$ cat config.mk
export PLATFORM = sky130hd
export DESIGN_NAME = div_ctrl
export DESIGN_NICKNAME = d
export VERILOG_FILES = /design/src/rtl/div_ctrl.sv
export SDC_FILE = /design/constraint.sdc
export NUM_CORES = 1
export LEC_CHECK = 0
export ABC_AREA = 1
export BUFFER_PORTS_ARGS = -buffer_cell sky130_fd_sc_hd__buf_2
export CAP_MARGIN = 25
export CORE_MARGIN = 4
export CORE_UTILIZATION = 61
export DETAILED_ROUTE_END_ITERATION = 6
export PLACE_DENSITY = 0.85
export SYNTH_ARGS = -nofsm -noshare
export SYNTH_HDL_FRONTEND = slang
export SYNTH_SLANG_ARGS = --single-unit
export TNS_END_PERCENT = 20
$ cat constraint.sdc
create_clock -name clk -period 4.5 [get_ports clk]
set_input_delay 0.9 -clock clk [delete_from_list [all_inputs] [get_ports clk]]
set_output_delay 0.9 -clock clk [all_outputs]
set_load 0.01 [all_outputs]
$ cat src/rtl/div_ctrl.sv
// Multi-cycle restoring divider for the EX stage (DIV/DIVU -> HI/LO).
// Produces {remainder, quotient}; stalls the pipeline while the operation is in flight.
module div_ctrl #(
  parameter int DATA_W = 32
) (
  input  logic                  clk,
  input  logic                  rst,
  input  logic                  start_i,
  input  logic                  signed_i,
  input  logic [DATA_W-1:0]     dividend_i,
  input  logic [DATA_W-1:0]     divisor_i,
  input  logic                  annul_i,
  output logic [2*DATA_W-1:0]   result_o,
  output logic                  ready_o,
  output logic                  stall_req_o
);

  localparam int CNT_W = $clog2(DATA_W);

  typedef enum logic [1:0] {IDLE, DIV_ZERO, BUSY, DONE} state_t;

  state_t                state_q, state_d;
  logic [CNT_W-1:0]      cnt_q, cnt_d;
  logic [DATA_W-1:0]     rem_q, rem_d, quo_q, quo_d, dvsr_q, dvsr_d;
  logic                  qneg_q, qneg_d, rneg_q, rneg_d;
  logic [2*DATA_W-1:0]   res_q, res_d;
  logic                  rdy_q, rdy_d;

  logic [DATA_W-1:0]     a_abs, b_abs;
  logic [DATA_W:0]       rem_sh;
  logic                  ge;
  logic [DATA_W-1:0]     rem_nx, quo_nx, rem_fix, quo_fix;
  logic                  last;

  // Magnitudes only for DIV; 0x80000000 maps onto itself, which is the correct unsigned magnitude.
  assign a_abs = (signed_i && dividend_i[DATA_W-1]) ? -dividend_i : dividend_i;
  assign b_abs = (signed_i && divisor_i[DATA_W-1])  ? -divisor_i  : divisor_i;

  // One restoring step: 33-bit shifted remainder against the zero-extended divisor.
  assign rem_sh  = {rem_q, quo_q[DATA_W-1]};
  assign ge      = (rem_sh >= {1'b0, dvsr_q});
  assign rem_nx  = ge ? DATA_W'(rem_sh - {1'b0, dvsr_q}) : rem_sh[DATA_W-1:0];
  assign quo_nx  = {quo_q[DATA_W-2:0], ge};
  assign quo_fix = qneg_q ? -quo_nx : quo_nx;
  assign rem_fix = rneg_q ? -rem_nx : rem_nx;
  assign last    = (cnt_q == CNT_W'(DATA_W-1));

  always_comb begin
    state_d = state_q;
    cnt_d   = cnt_q;
    rem_d   = rem_q;
    quo_d   = quo_q;
    dvsr_d  = dvsr_q;
    qneg_d  = qneg_q;
    rneg_d  = rneg_q;
    res_d   = res_q;
    rdy_d   = rdy_q;
    case (state_q)
      IDLE: begin
        if (start_i && !annul_i) begin
          if (divisor_i == '0) begin
            state_d = DIV_ZERO;
          end else begin
            state_d = BUSY;
            rem_d   = '0;
            quo_d   = a_abs;
            dvsr_d  = b_abs;
            qneg_d  = signed_i & (dividend_i[DATA_W-1] ^ divisor_i[DATA_W-1]);
            rneg_d  = signed_i & dividend_i[DATA_W-1];
            cnt_d   = '0;
          end
        end
      end
      DIV_ZERO: begin
        if (annul_i) begin
          state_d = IDLE;
          rdy_d   = 1'b0;
        end else begin
          state_d = DONE;
          res_d   = '0;
          rdy_d   = 1'b1;
        end
      end
      BUSY: begin
        if (annul_i) begin
          state_d = IDLE;
          rdy_d   = 1'b0;
        end else begin
          rem_d = rem_nx;
          quo_d = quo_nx;
          cnt_d = cnt_q + CNT_W'(1);
          if (last) begin
            state_d = DONE;
            res_d   = {rem_fix, quo_fix};
            rdy_d   = 1'b1;
          end
        end
      end
      DONE: begin
        // Hold the result until EX drops its request so the same op is never re-issued.
        if (annul_i || !start_i) begin
          state_d = IDLE;
          rdy_d   = 1'b0;
        end
      end
      default: state_d = IDLE;
    endcase
  end

  always_ff @(posedge clk) begin
    if (rst) begin
      state_q <= IDLE;
      cnt_q   <= '0;
      rem_q   <= '0;
      quo_q   <= '0;
      dvsr_q  <= '0;
      qneg_q  <= 1'b0;
      rneg_q  <= 1'b0;
      res_q   <= '0;
      rdy_q   <= 1'b0;
    end else begin
      state_q <= state_d;
      cnt_q   <= cnt_d;
      rem_q   <= rem_d;
      quo_q   <= quo_d;
      dvsr_q  <= dvsr_d;
      qneg_q  <= qneg_d;
      rneg_q  <= rneg_d;
      res_q   <= res_d;
      rdy_q   <= rdy_d;
    end
  end

  assign result_o    = res_q;
  assign ready_o     = rdy_q;
  assign stall_req_o = ~rst & (((state_q == IDLE) & start_i & ~annul_i) |
                               (state_q == DIV_ZERO) | (state_q == BUSY));

endmodule

### Word level (Yosys, flattened, before mapping)

Cells that the tools add are included.

| storage, ports and cells | value |
|---|---|
| memories | 0 |
| register bits | 170 |
| output and inout bits | 66 |
| RAM bits | 0 |
| latch bits | 0 |
| ROM bits | 0 |

| cells by class | value |
|---|---|
| bitwise logic cells | 11 |
| $mul | 0 |
| $add $sub $neg | 6 |
| equality and inequality tests | 11 |
| reduce and logical (&&, ||, !) cells | 16 |
| shift operators | 0 |
| order comparisons | 1 |
| mux-type cells | 33 |
| divide/modulo/power cells | 0 |

Operators by type and width:

| cell | count |
|---|---|
| 32-bit 2-to-1 mux | 11 |
| 64-bit 2-to-1 mux | 3 |
| 32-bit negator | 4 |
| 32-bit case mux with 2 select lines | 2 |
| 64-bit case mux with 2 select lines | 1 |
| 33-bit by 32-bit >= comparator with 1-bit output | 1 |
| 32-bit zero test | 1 |
| 32-bit subtractor | 1 |
| 5-bit 2-to-1 mux | 3 |
| 2-bit 2-to-1 mux | 6 |
| 2-bit != test, second input constant | 6 |
| 5-bit case mux with 2 select lines | 1 |
| 3-bit AND reduction | 3 |
| 2-bit case mux with 4 select lines | 1 |
| 4-bit AND reduction | 2 |
| 5-bit by 1-bit adder with 5-bit output, second input constant | 1 |
| 1-bit AND | 5 |
| 5-bit == test, second input constant | 1 |
| 2-bit == test, second input constant | 2 |
| 1-bit 2-to-1 mux | 4 |
| 2-bit nonzero test | 2 |
| 1-bit logical AND | 3 |
| 3-bit != test, second input constant | 1 |
| 1-bit inverter | 3 |
| other kinds (8) | 10 |

### Longest topological paths before layout

Gate-level depths: netlist of the first run.

| depth | value |
|---|---|
| depth after elaboration | 7 |
| mapped depth | 31 |
| depth with buffers taken out | 30 |

### Worst setup path before layout of the first run

OpenSTA, ideal clock, no wires.

| timing path | value |
|---|---|
| path type | reg-to-reg |
| from | reg dvsr_q[12] |
| to | reg res_q[28], in the netlist result_o[28] |
| stages on the path, launching flop included | 32 |
| library setup time | 0.070 ns |
| period minus slack after synthesis | 3.527 ns |
| setup slack | 0.973 ns |
| path buffers | 1 |
| data arrival time | 3.457 ns |
| data required time | 4.430 ns |
| path through | dfxtp_1 inv_1 ha_1 nand2_2 inv_2 nand2_4 inv_2 nand2_2 nor2_4 nand2_1 nand2_2 nor2_8 nand2_8 buf_12 inv_4 ha_1 inv_1 nor3_1 inv_1 nor3_1 inv_1 nor2_1 inv_1 nor2_1 nand4_1 nor2_1 nand2_1 nand2_1 o21ai_0 a21oi_1 o21ai_0 a21oi_1 |

| between the ends | value |
|---|---|
| longest elaborated chain between the ends | 6 |

RTL lines:

| item | RTL line | RTL |
|---|---|---|
| from (decl) | 24 | `logic [DATA_W-1:0] rem_q, rem_d, quo_q, quo_d, dvsr_q, dvsr_d;` |
| from (signal assigned) | 126 | `dvsr_q <= dvsr_d;` |
| 33-bit by 32-bit >= comparator with 1-bit output | 41 | `assign ge = (rem_sh >= {1'b0, dvsr_q});` |
| 32-bit negator | 44 | `assign quo_fix = qneg_q ? -quo_nx : quo_nx;` |
| 32-bit 2-to-1 mux | 44 |  |
| 64-bit 2-to-1 mux | 92 | `if (last) begin` |
| 64-bit 2-to-1 mux | 85 | `if (annul_i) begin` |
| 64-bit case mux with 2 select lines | 58 | `case (state_q)` |
| to (signal assigned) | 129 | `res_q <= res_d;` |
| to (decl) | 26 | `logic [2*DATA_W-1:0] res_q, res_d;` |

Every way passes these cells. The select of a mux whose other input is x is not followed.
A chain may end at the register's enable or synchronous reset.

### Worst setup path in the final report of the first run

| timing path | value |
|---|---|
| from | reg dvsr_q[25] |
| to | reg res_q[46], in the netlist result_o[46] |

| between the ends | value |
|---|---|
| longest elaborated chain between the ends | 7 |

RTL lines:

| item | RTL line | RTL |
|---|---|---|
| 33-bit by 32-bit >= comparator with 1-bit output (*) | 41 |  |
| 32-bit 2-to-1 mux (*) | 42 | `assign rem_nx = ge ? DATA_W'(rem_sh - {1'b0, dvsr_q}) : rem_sh[DATA_W-1:0];` |
| 32-bit negator | 45 | `assign rem_fix = rneg_q ? -rem_nx : rem_nx;` |
| 32-bit 2-to-1 mux (*) | 45 |  |
| 64-bit 2-to-1 mux (*) | 92 |  |
| 64-bit 2-to-1 mux (*) | 85 |  |
| 64-bit case mux with 2 select lines (*) | 58 |  |

Every way passes the cells marked *; elsewhere a longest branch is shown, timed or not. The select of a mux whose other input is x is not followed.

==> results of run 1 <==
[through the flow]
step           power (mW)  setup WS, ns  std cells  cell area, um2
3_3_place_gp         6.80         0.533       2409           13500
4_1_cts              8.37         0.335       2441           14100
6_report             8.51         0.387       2442           14100
5_1_grt              9.15        0.0542       2442           14100
3_5_place_dp         6.85         0.433       2409           13500
2_1_floorplan        5.66         0.973       2069           12700
[worst max-delay path, delay by kind of cell (launching register included)]
| family | cells | cell delay, ns |
|---|---|---|
| AOI/OAI and AO/OA | 3 | 0.49 |
| xor gates and xnor gates | 1 | 0.20 |
| adders and majority gates | 2 | 0.63 |
| DFF | 1 | 0.33 |
| buffers and inverters | 2 | 0.60 |
| and+or+nand+nor | 11 | 1.78 |
[what timing repair did]
action,CTS,global route
resized for setup,0,4
endpoints found under the setup margin,0,5
endpoints found under the hold margin,0,0
[layout by cell type (no fill, tap or decap), types with 20 or more instances in the layout]
cell	n
nand2_1	552
ha_1	42
inv_1	262
a21oi_1	222
dfxtp_1	170
nand2_2	36
buf_2	133
nand4_1	27
xnor2_1	20
nand3_1	118
o21ai_0	136
nor3_1	29
xor2_1	52
nor2_1	163
[registers in the layout (all words and copies together), names as in the netlist]
signal and count:
rem_q 32, rneg_q 1, dvsr_q 32, ready_o 1
quo_q 32, state_q 2, cnt_q 5, qneg_q 1
result_o 64
[worst paths after layout]
kind | slack (ns) | from | endpoint | cells after the start
worst max-delay path | 0.39 | dvsr_q[25] | result_o[46] | 19
worst min-delay path | 0.46 | result_o[56] | result_o[56] | 2
worst max register to register | 0.39 | dvsr_q[25] | result_o[46] | 19
worst min register to register | 0.46 | result_o[56] | result_o[56] | 2
[cells by family (layout without fill, tap and decap cells)]
logic type	Yosys count	in the layout	share of synthesized area
buffers and inverters	364	467	0.113
and+or+nand+nor	1002	1002	0.350
adders and majority gates	43	43	0.0429
DFF	170	170	0.268
xor gates and xnor gates	72	72	0.0496
AOI/OAI and AO/OA	418	418	0.177
[cell type report]
cell class                 instances  area [um2]
timing repair buffer             149         818
inverter                         286        1080
fill                            1863        6240
sequential                       170        3400
tap                              270         338
clock buffer                      19         443
clock inverter                    13         130
multi-input combinational       1535        7910
[power breakdown]
group	internal [mW]	switching [mW]
logic	1.55	3.54
registers	1.74	0.198
clock network	0.752	0.734
total	4.04	4.47
[routing by layer]
layer  vias up  global-route usage  share of wire
met5         -                   0        0.00022
met2       633               0.616           0.48
met4         2               0.155          0.051
met1      6324               0.420           0.39
li1       6839                   -              -
met3       141              0.0525          0.075
==> metrics.md, run 1 <==
| Metric | Value |
|---|---|
| Run status | completed |
| FFs w/ async S/R, synth | 0 |
| CP cell instances | inv_1 -> ha_1 -> nand2_1 -> nor2_1 -> nand2_1 -> nor2_1 -> nand2_8 -> nand2_8 -> buf_4 -> nand2_1 -> o21ai_1 -> ha_1 -> nand3_1 -> nand2_2 -> o21ai_2 -> nor2_4 -> xor2_1 -> nand2_1 -> a21oi_1 |
| Cell Area, Synth | 0.0127 mm2 |
| Latest clock arrival within the worst-skew pair | 0.46 ns |
| Initial antenna violation count | 1 |
| DRC | 0 |
| Slowest cell on the critical path | buf_4 |
| Slew Limit Fails | 0 |
| Synth Flop Type | dfxtp_1 |
| Worst Hold Class | reg2reg |
| Final GP Congestion | 0.990 |
| Pin count of the biggest net entering global routing | 98 |
| Syn Area/Cell | 6.15 um2 |
| Critical path class | reg2reg |
| Nets | 2,271 |
| Vias per cell | 5.71 |
| Syn Nets | 2,181 |
| Pwr/cell area | 602 mW/mm2 |
| Final Hold Fails | 0 |
| Post-synthesis sequential area ratio | 0.268 |
| CP required | 4.88 ns |
| TritonCTS buffer count | 17 |
| Crit Path Max Fanout | 50 |
| Initial Util | 0.625 |
| Clock Skew | 0.0211 ns |
| Diode count | 0 |
| Top cell type's share of synthesized area | 0.268 |
| Clock slew at reported path FFs | 0.08 ns |
| DRT Wirelength | 41,900 um |
| Period minus WS final | 4.11 ns |
| Core ar. | 0.0204 mm2 |
| First-pass GRT wire length | 66,700 um |
| DRT antenna net count | 0 |
| Final core utilization | 0.693 |
| Clock sinks | 170 |
| LEAKAGE | 6.94 nW |
| Slew @ Worst Pin | 0.825 ns |
| Io pins | 135 |
| Number of global-route vias before repair | 13,124 |
| Tot GR Track Use | 0.349 |
| Final setup fails | 0 |
| Die area | 0.0232 mm2 |
| Area grow syn2layout | 11.0% |
| Max stage delay on crit path | 0.55 ns |
| Ranking of synthesized cells by area | dfxtp_1, nand2_1, a21oi_1, inv_1, o21ai_0 |
| Maximum level of the CTS H-tree | 4 |
| Input/output buffers | 134 |
| Unrepaired setup endpoints after global routing | no |
| Max Cap Viol | 0 |
| Setup TNS | 0 ns |
| Netlist cell types | 57 |
| Clock buffer depth | 2 |
| Chip height | 152 um |
| Post-DP HPWL | 32,000 um |
| Starting DRT DRC Count | 1,293 |
| Commonest cells in the netlist | nand2_1, inv_1, a21oi_1, dfxtp_1, nor2_1 |
| Drt pass-1 iters | 6 |
| Crit. End Element | register |
| TritonCTS clock tree | done |
| Die Wd | 152 um |
| Share of cells above drive strength 1 | 0.137 |
| DR vias | 13,939 |
| Cts hold-fix bufs | 0 |
| Hold Worst Slack | 0.463 ns |
| Post-synth EDFFs | 0 |
| Yosys warns | 0 |
| Startpoint type of the worst setup path | register |
| Mapped Cells | 2,069 |
| Worst slew margin | 0.447 |
| Area leader, netlist | dfxtp_1 |
| Most frequent cell after synthesis | nand2_1 |
| CTS root buffer | clkbuf_16 |
| Most Frequent Cell on Critical Path | nand2_1 |
| Crit path DAT | 4.49 ns |
| Grt total ovfl | 0 |
| WL/cell | 17.1 um |
| FP Rows | 52 |
| Fmax | 0.243 GHz |
| Post-CTS setup buffer count | 0 |
| Final period utilization | 0.914 |
| Synth Register Bits | 170 |
| VDD IR-drop max | 0.488 mV |
Note: power is estimated with default switching activity, not from simulation.
==> inputs of run 2 (changes only) <==
==> constraint.sdc (replaced) <==
create_clock -name clk -period 4.66 [get_ports clk]
set_input_delay 0.932 -clock clk [delete_from_list [all_inputs] [get_ports clk]]
set_output_delay 0.932 -clock clk [all_outputs]
set_load 0.01 [all_outputs]
==> run 2 against run 1 <==
Combinational power down 4%. Die area is the same. Worst setup slack better by 0.11 ns. Largest cell class unchanged. Largest power group unchanged.
==> metrics.md, run 2 (synthesized netlist as in run 1, its figures left out) <==
| Metric | Value |
|---|---|
| Run status | completed |
| Max reg flops | 64 (unchanged) |
| Drt pass-1 iters | 7 (+1) |
| Setup TNS | 0 ns (unchanged) |
| Reg2reg end | result_o[28] |
| Combinational power share | 0.596 (-0.002) |
| Worst Hold Class | reg2reg |
| Pwr/cell area | 581 mW/mm2 (-3.5%) |
| Clock slew at reported path FFs | 0.08 ns (about the same) |
| CTS root buffer | clkbuf_16 |
| Clock Skew | 0.0171 ns (-0.00404 ns) |
| DRC | 0 (unchanged) |
| Critical path class | reg2reg |
| Initial Util | 0.625 (unchanged) |
| Die Wd | 152 um (unchanged) |
| Worst slew margin | 0.409 (-0.0381) |
| Final core utilization | 0.694 (about the same) |
| WL/cell | 16.8 um (-1.9%) |
| Tot GR Track Use | 0.341 (-0.00825) |
| DRT Wirelength | 41,000 um (-2.0%) |
| R2R Setup Slk | 0.50 ns (+0.11 ns) |
| LEAKAGE | 6.94 nW (about the same) |
| Post-DP HPWL | 31,200 um (-2.5%) |
| Final GP Congestion | 0.987 (-0.31%) |
| DR vias | 13,994 (+0.39%) |
| CP required | 5.03 ns (+0.15 ns) |
| Unrepaired setup endpoints after global routing | no |
| Hold path startpoint | result_o[43] |
| TritonCTS buffer count | 17 (unchanged) |
| Vias per cell | 5.74 (+0.48%) |
| Startpoint type of the worst setup path | register |
| Clk pwr share | 0.176 (about the same) |
| Cts hold-fix bufs | 0 (unchanged) |
| Area grow syn2layout | 11.1% (about the same) |
| Initial antenna violation count | 0 (-1) |
| Crit. End Element | register |
| DRT antenna net count | 0 (unchanged) |
| P_sw | 4.28 mW (-4.2%) |
| Crit path DAT | 4.53 ns (+0.04 ns) |
| TritonCTS clock tree | done |
| Nets | 2,269 (-0.088%) |
| Worst hold path endpoint | result_o[43] |
| Final setup fails | 0 (unchanged) |
| Final period utilization | 0.893 (-0.0207) |
| Slowest cell on the critical path | dfxtp_1 |
| Input/output buffers | 134 (unchanged) |
| Max stage delay on crit path | 0.34 ns (-0.21 ns) |
| Commonest non-fill, non-tap cell in the layout | nand2_1 |
| Latest clock arrival within the worst-skew pair | 0.44 ns (-0.02 ns) |
| Share of cells above drive strength 1 | 0.135 (-0.00172) |
| Flop pwr share | 0.228 (about the same) |
| Starting DRT DRC Count | 1,144 (-12%) |
| Fmax | 0.240 GHz (-1.2%) |
| Crit Path Max Fanout | 18 (-64%) |
| Grt total ovfl | 0 (unchanged) |
| Period minus WS final | 4.16 ns (+0.0500 ns) |
| FP Rows | 52 (unchanged) |
| Reg2reg start | dvsr_q[3] |
| Switching Fraction | 0.522 (-0.00394) |
| VDD IR-drop max | 0.408 mV (-16%) |
| R2R depth | 30 (+11) |
| Final Hold Fails | 0 (unchanged) |
| Pin count of the biggest net entering global routing | 103 (+5.1%) |
| Hold Worst Slack | 0.463 ns (-0.0000580 ns) |
| Clock sinks | 170 (unchanged) |
| Clock buffer depth | 2 (unchanged) |
| Diode count | 0 (unchanged) |
| Die area | 0.0232 mm2 (unchanged) |
| Core ar. | 0.0204 mm2 (unchanged) |
| Io pins | 135 (unchanged) |
| Commonest cells after routing, fill and taps aside | nand2_1, inv_1, a21oi_1 |
| Number of global-route vias before repair | 13,078 (-0.35%) |
| Maximum level of the CTS H-tree | 4 (unchanged) |
| First-pass GRT wire length | 65,600 um (-1.7%) |
| Slew @ Worst Pin | 0.886 ns (+0.0612 ns) |
| Hold Path Depth | 2 (unchanged) |
| Pint | 3.93 mW (-2.7%) |
| Slew Limit Fails | 0 (unchanged) |
| Max Cap Viol | 0 (unchanged) |
| Chip height | 152 um (unchanged) |
## run 2: what timing repair did
| action | CTS | global route |
|---|---|---|
| gates resized for setup | 0 | 2 |
| setup endpoints to repair | 0 | 2 |
| buffers inserted | 0 | 0 |
## run 2: how the worst max path moves through the flow
stage,to,slack (ns),from,depth (start not counted)
2_1_floorplan,result_o[28],1.13,dvsr_q[12],31
3_3_place_gp,result_o[28],0.65,dvsr_q[12],30
3_5_place_dp,result_o[28],0.57,dvsr_q[12],30
4_1_cts,result_o[28],0.51,dvsr_q[12],30
5_1_grt,result_o[28],0.05,dvsr_q[12],30
6_report,result_o[28],0.50,dvsr_q[3],30
## run 2: stage by stage
| stage | instances | area, um2 | worst slack [ns] | power (mW) |
|---|---|---|---|---|
| final | 2440 | 14100 | 0.497 | 8.21 |
| after floorplan | 2069 | 12700 | 1.13 | 5.47 |
| after CTS | 2437 | 14000 | 0.510 | 8.04 |
| after detailed placement | 2405 | 13500 | 0.567 | 6.57 |
| after global routing | 2440 | 14100 | 0.0502 | 8.82 |
| after global placement | 2405 | 13500 | 0.647 | 6.50 |
## run 2: critical path, delay by kind of cell, from the launching register on
family,cells,cell delay (ns)
simple gates,17,2.14
buf+inv,7,0.57
fa+ha+maj,2,0.52
compound gates,4,0.50
flops,1,0.34
## run 2: routing by layer
metal | vias to the layer above | wire, um | track usage
li1 | 6831 | - | -
met4 | 0 | 1810 | 0.142
met2 | 649 | 20000 | 0.602
met1 | 6395 | 16500 | 0.419
met5 | - | 0 | 0
met3 | 119 | 2680 | 0.0432
## run 2: cell type report
cell class / count / area (um2)
timing repair buffer: 147 / 836
tap: 270 / 338
inverter: 286 / 1080
fill: 1834 / 6240
multi-input combinational: 1535 / 7900
sequential: 170 / 3400
clock inverter: 13 / 138
clock buffer: 19 / 433
## run 2: power groups by stage
stage,Clock (mW),Combinational [mW],Sequential (mW)
after detailed placement,0,4.66,1.91
after floorplan,0,3.61,1.86
after CTS,1.44,4.73,1.88
final,1.44,4.89,1.87
after global placement,0,4.60,1.90
after global routing,1.51,5.41,1.90
==> inputs of run 3 (changes only) <==
--- a/config.mk
+++ b/config.mk
@@ -8,7 +8,7 @@
 export ABC_AREA = 1
 export BUFFER_PORTS_ARGS = -buffer_cell sky130_fd_sc_hd__buf_2
 export CAP_MARGIN = 25
-export CORE_MARGIN = 4
+export CORE_MARGIN = 2
 export CORE_UTILIZATION = 61
 export DETAILED_ROUTE_END_ITERATION = 6
 export PLACE_DENSITY = 0.85
==> run 3 against run 2 <==
The flow now finishes with violations (design-rule violations). Total power rose by 0.54%. Final area grew 0.29%. Register-to-register slack lost 0.09 ns. First-iteration DRC count fell by 5.7%. Die area decreased by 5.2%. Flip-flop and latch count did not move. Wire length decreased by 1.2%. Maximum frequency decreased by 2.0%. Sequential share of layout area shrank 0.070 points. Final cell count barely moved. Critical path depth unchanged. Critical path type unchanged. Highest routed layer unchanged.
==> metrics.md, run 3 (synthesized netlist as in run 1, its figures left out) <==
| Metric | Value |
|---|---|
| CP required | 5.01 ns (-0.02 ns) |
| LEAKAGE | 6.94 nW (+0.12%) |
| Grt total ovfl | 0 (unchanged) |
| Pwr/cell area | 582 mW/mm2 (+0.25%) |
| Slew @ Worst Pin | 1.06 ns (+0.172 ns) |
| TritonCTS clock tree | done |
| Final GP Congestion | 0.994 (+0.72%) |
| Maximum level of the CTS H-tree | 4 (unchanged) |
| Core ar. | 0.0204 mm2 (unchanged) |
| DRT antenna net count | 0 (unchanged) |
| Setup TNS | 0 ns (unchanged) |
| Initial Util | 0.625 (unchanged) |
| Worst slew margin | 0.295 (-0.114) |
| Post-DP HPWL | 31,100 um (-0.39%) |
| Tot GR Track Use | 0.365 (+0.0237) |
| Final core utilization | 0.696 (+0.00203) |
| Die Wd | 148 um (-2.6%) |
| Storage element area | 0.00340 mm2 (unchanged) |
| Drt pass-1 iters | 7 (unchanged) |
| Placed Area | 0.0135 mm2 (about the same) |
| Io pins | 135 (unchanged) |
| Area of the multi-input gates | 0.00792 mm2 (+0.17%) |
| Number of global-route vias before repair | 12,638 (-3.4%) |
| Dpl ws | 0.423 ns (-0.144 ns) |
| Worst Hold Class | reg2reg |
| Fmax | 0.235 GHz (-2.0%) |
| Crit path DAT | 4.60 ns (+0.07 ns) |
| Final Hold Fails | 0 (unchanged) |
| Clock Skew | 0.0188 ns (+0.00169 ns) |
| Slowest cell on the critical path | dfxtp_1 |
| Final setup fails | 0 (unchanged) |
| # fillers | 1,810 (-1.3%) |
| DR vias | 13,736 (-1.8%) |
| Final Instance Area | 0.0142 mm2 (+0.29%) |
| CTS root buffer | clkbuf_16 |
| Chip height | 148 um (-2.6%) |
| DRC | 2 (+2) |
| DRT Wirelength | 40,500 um (-1.2%) |
| Initial antenna violation count | 0 (unchanged) |
| Nets | 2,268 (-0.044%) |
| Area grow syn2layout | 11.4% |
| Max reg flops | 64 (unchanged) |
| Period minus WS final | 4.25 ns (+0.0853 ns) |
| Startpoint type of the worst setup path | register |
| Commonest cells after routing, fill and taps aside | nand2_1, inv_1, a21oi_1 |
| Latest clock arrival within the worst-skew pair | 0.44 ns (about the same) |
| Unrepaired setup endpoints after global routing | no |
| Slew Limit Fails | 0 (unchanged) |
| Failing checks | design-rule violations |
| Input/output buffers | 134 (unchanged) |
| Crit. End Element | register |
| Pin count of the biggest net entering global routing | 104 (+0.97%) |
| Max stage delay on crit path | 0.37 ns (+0.03 ns) |
| Critical path class | reg2reg |
| Run status | finished with violations |
| Clock sinks | 170 (unchanged) |
| Diode count | 0 (unchanged) |
| WL/cell | 16.6 um (-1.1%) |
| Commonest non-fill, non-tap cell in the layout | nand2_1 |
| Clock buffer depth | 2 (unchanged) |
| Clock slew at reported path FFs | 0.08 ns (about the same) |
| Share of cells above drive strength 1 | 0.136 (+0.000523) |
| Die area | 0.0220 mm2 (-5.2%) |
| Most Frequent Cell on Critical Path | nand2_1 |
| Crit Path Max Fanout | 18 (unchanged) |
| VDD IR-drop max | 0.386 mV (-5.4%) |
| TritonCTS buffer count | 17 (unchanged) |
| FP Rows | 52 (unchanged) |
| Worst Setup Slack, final | 0.412 ns (-0.0853 ns) |
| Final period utilization | 0.912 (+0.0183) |
| Vias per cell | 5.63 (-1.8%) |
| Max Cap Viol | 0 (unchanged) |
| First-pass GRT wire length | 64,100 um (-2.4%) |
| Starting DRT DRC Count | 1,079 (-5.7%) |
run 3: final timing paths:
path / from / end / slack, ns / cells past startpoint
hold / removal: result_o[1] / result_o[1] / 0.46 / 2
setup / recovery: dvsr_q[2] / result_o[26] / 0.41 / 30
hold reg to reg: result_o[1] / result_o[1] / 0.46 / 2
setup reg to reg: dvsr_q[2] / result_o[26] / 0.41 / 30
run 3: per-layer routing:
layer | vias up | wire length, um | GRT usage
met5 | - | 0 | 0
met4 | 0 | 1720 | 0.146
met3 | 117 | 2870 | 0.0586
met2 | 590 | 19600 | 0.638
met1 | 6193 | 16300 | 0.448
li1 | 6836 | - | -
run 3: report_power, final:
| part | internal (mW) | switching, mW |
|---|---|---|
| Clock | 0.831 | 0.685 |
| Sequential | 1.68 | 0.194 |
| Combinational | 1.50 | 3.36 |
run 3: final cells by class:
class                   count  share of cell area
well taps                 270              0.0238
clock buffers              19              0.0313
repair buffers            146              0.0579
inverters                 286              0.0760
clock inverters            13              0.0120
flip-flops and latches    170               0.240
multi-input cells        1535               0.559
run 3: repair_timing:
item	in CTS	in global routing
resized for setup	0	4
setup buffers	0	0
setup endpoints to repair	0	6
hold buffers	0	0
run 3: per-stage QoR:
step	cells	power, mW	hold WS, ns
floorplan	2069	5.47	0.430
global placement	2404	6.49	0.449
detailed placement	2405	6.57	0.455
CTS	2437	8.11	0.465
global route	2439	8.87	0.481
finish	2439	8.25	0.463
run 3: worst max-delay path: cells and delay by family (launching register included):
family / cells / cell delay [ns]
AO/OA/AOI/OAI: 3 / 0.52
adder cells (fa/ha/maj): 2 / 0.54
buffers and inverters: 6 / 0.55
flip-flops: 1 / 0.37
AND/OR/NAND/NOR: 19 / 2.16
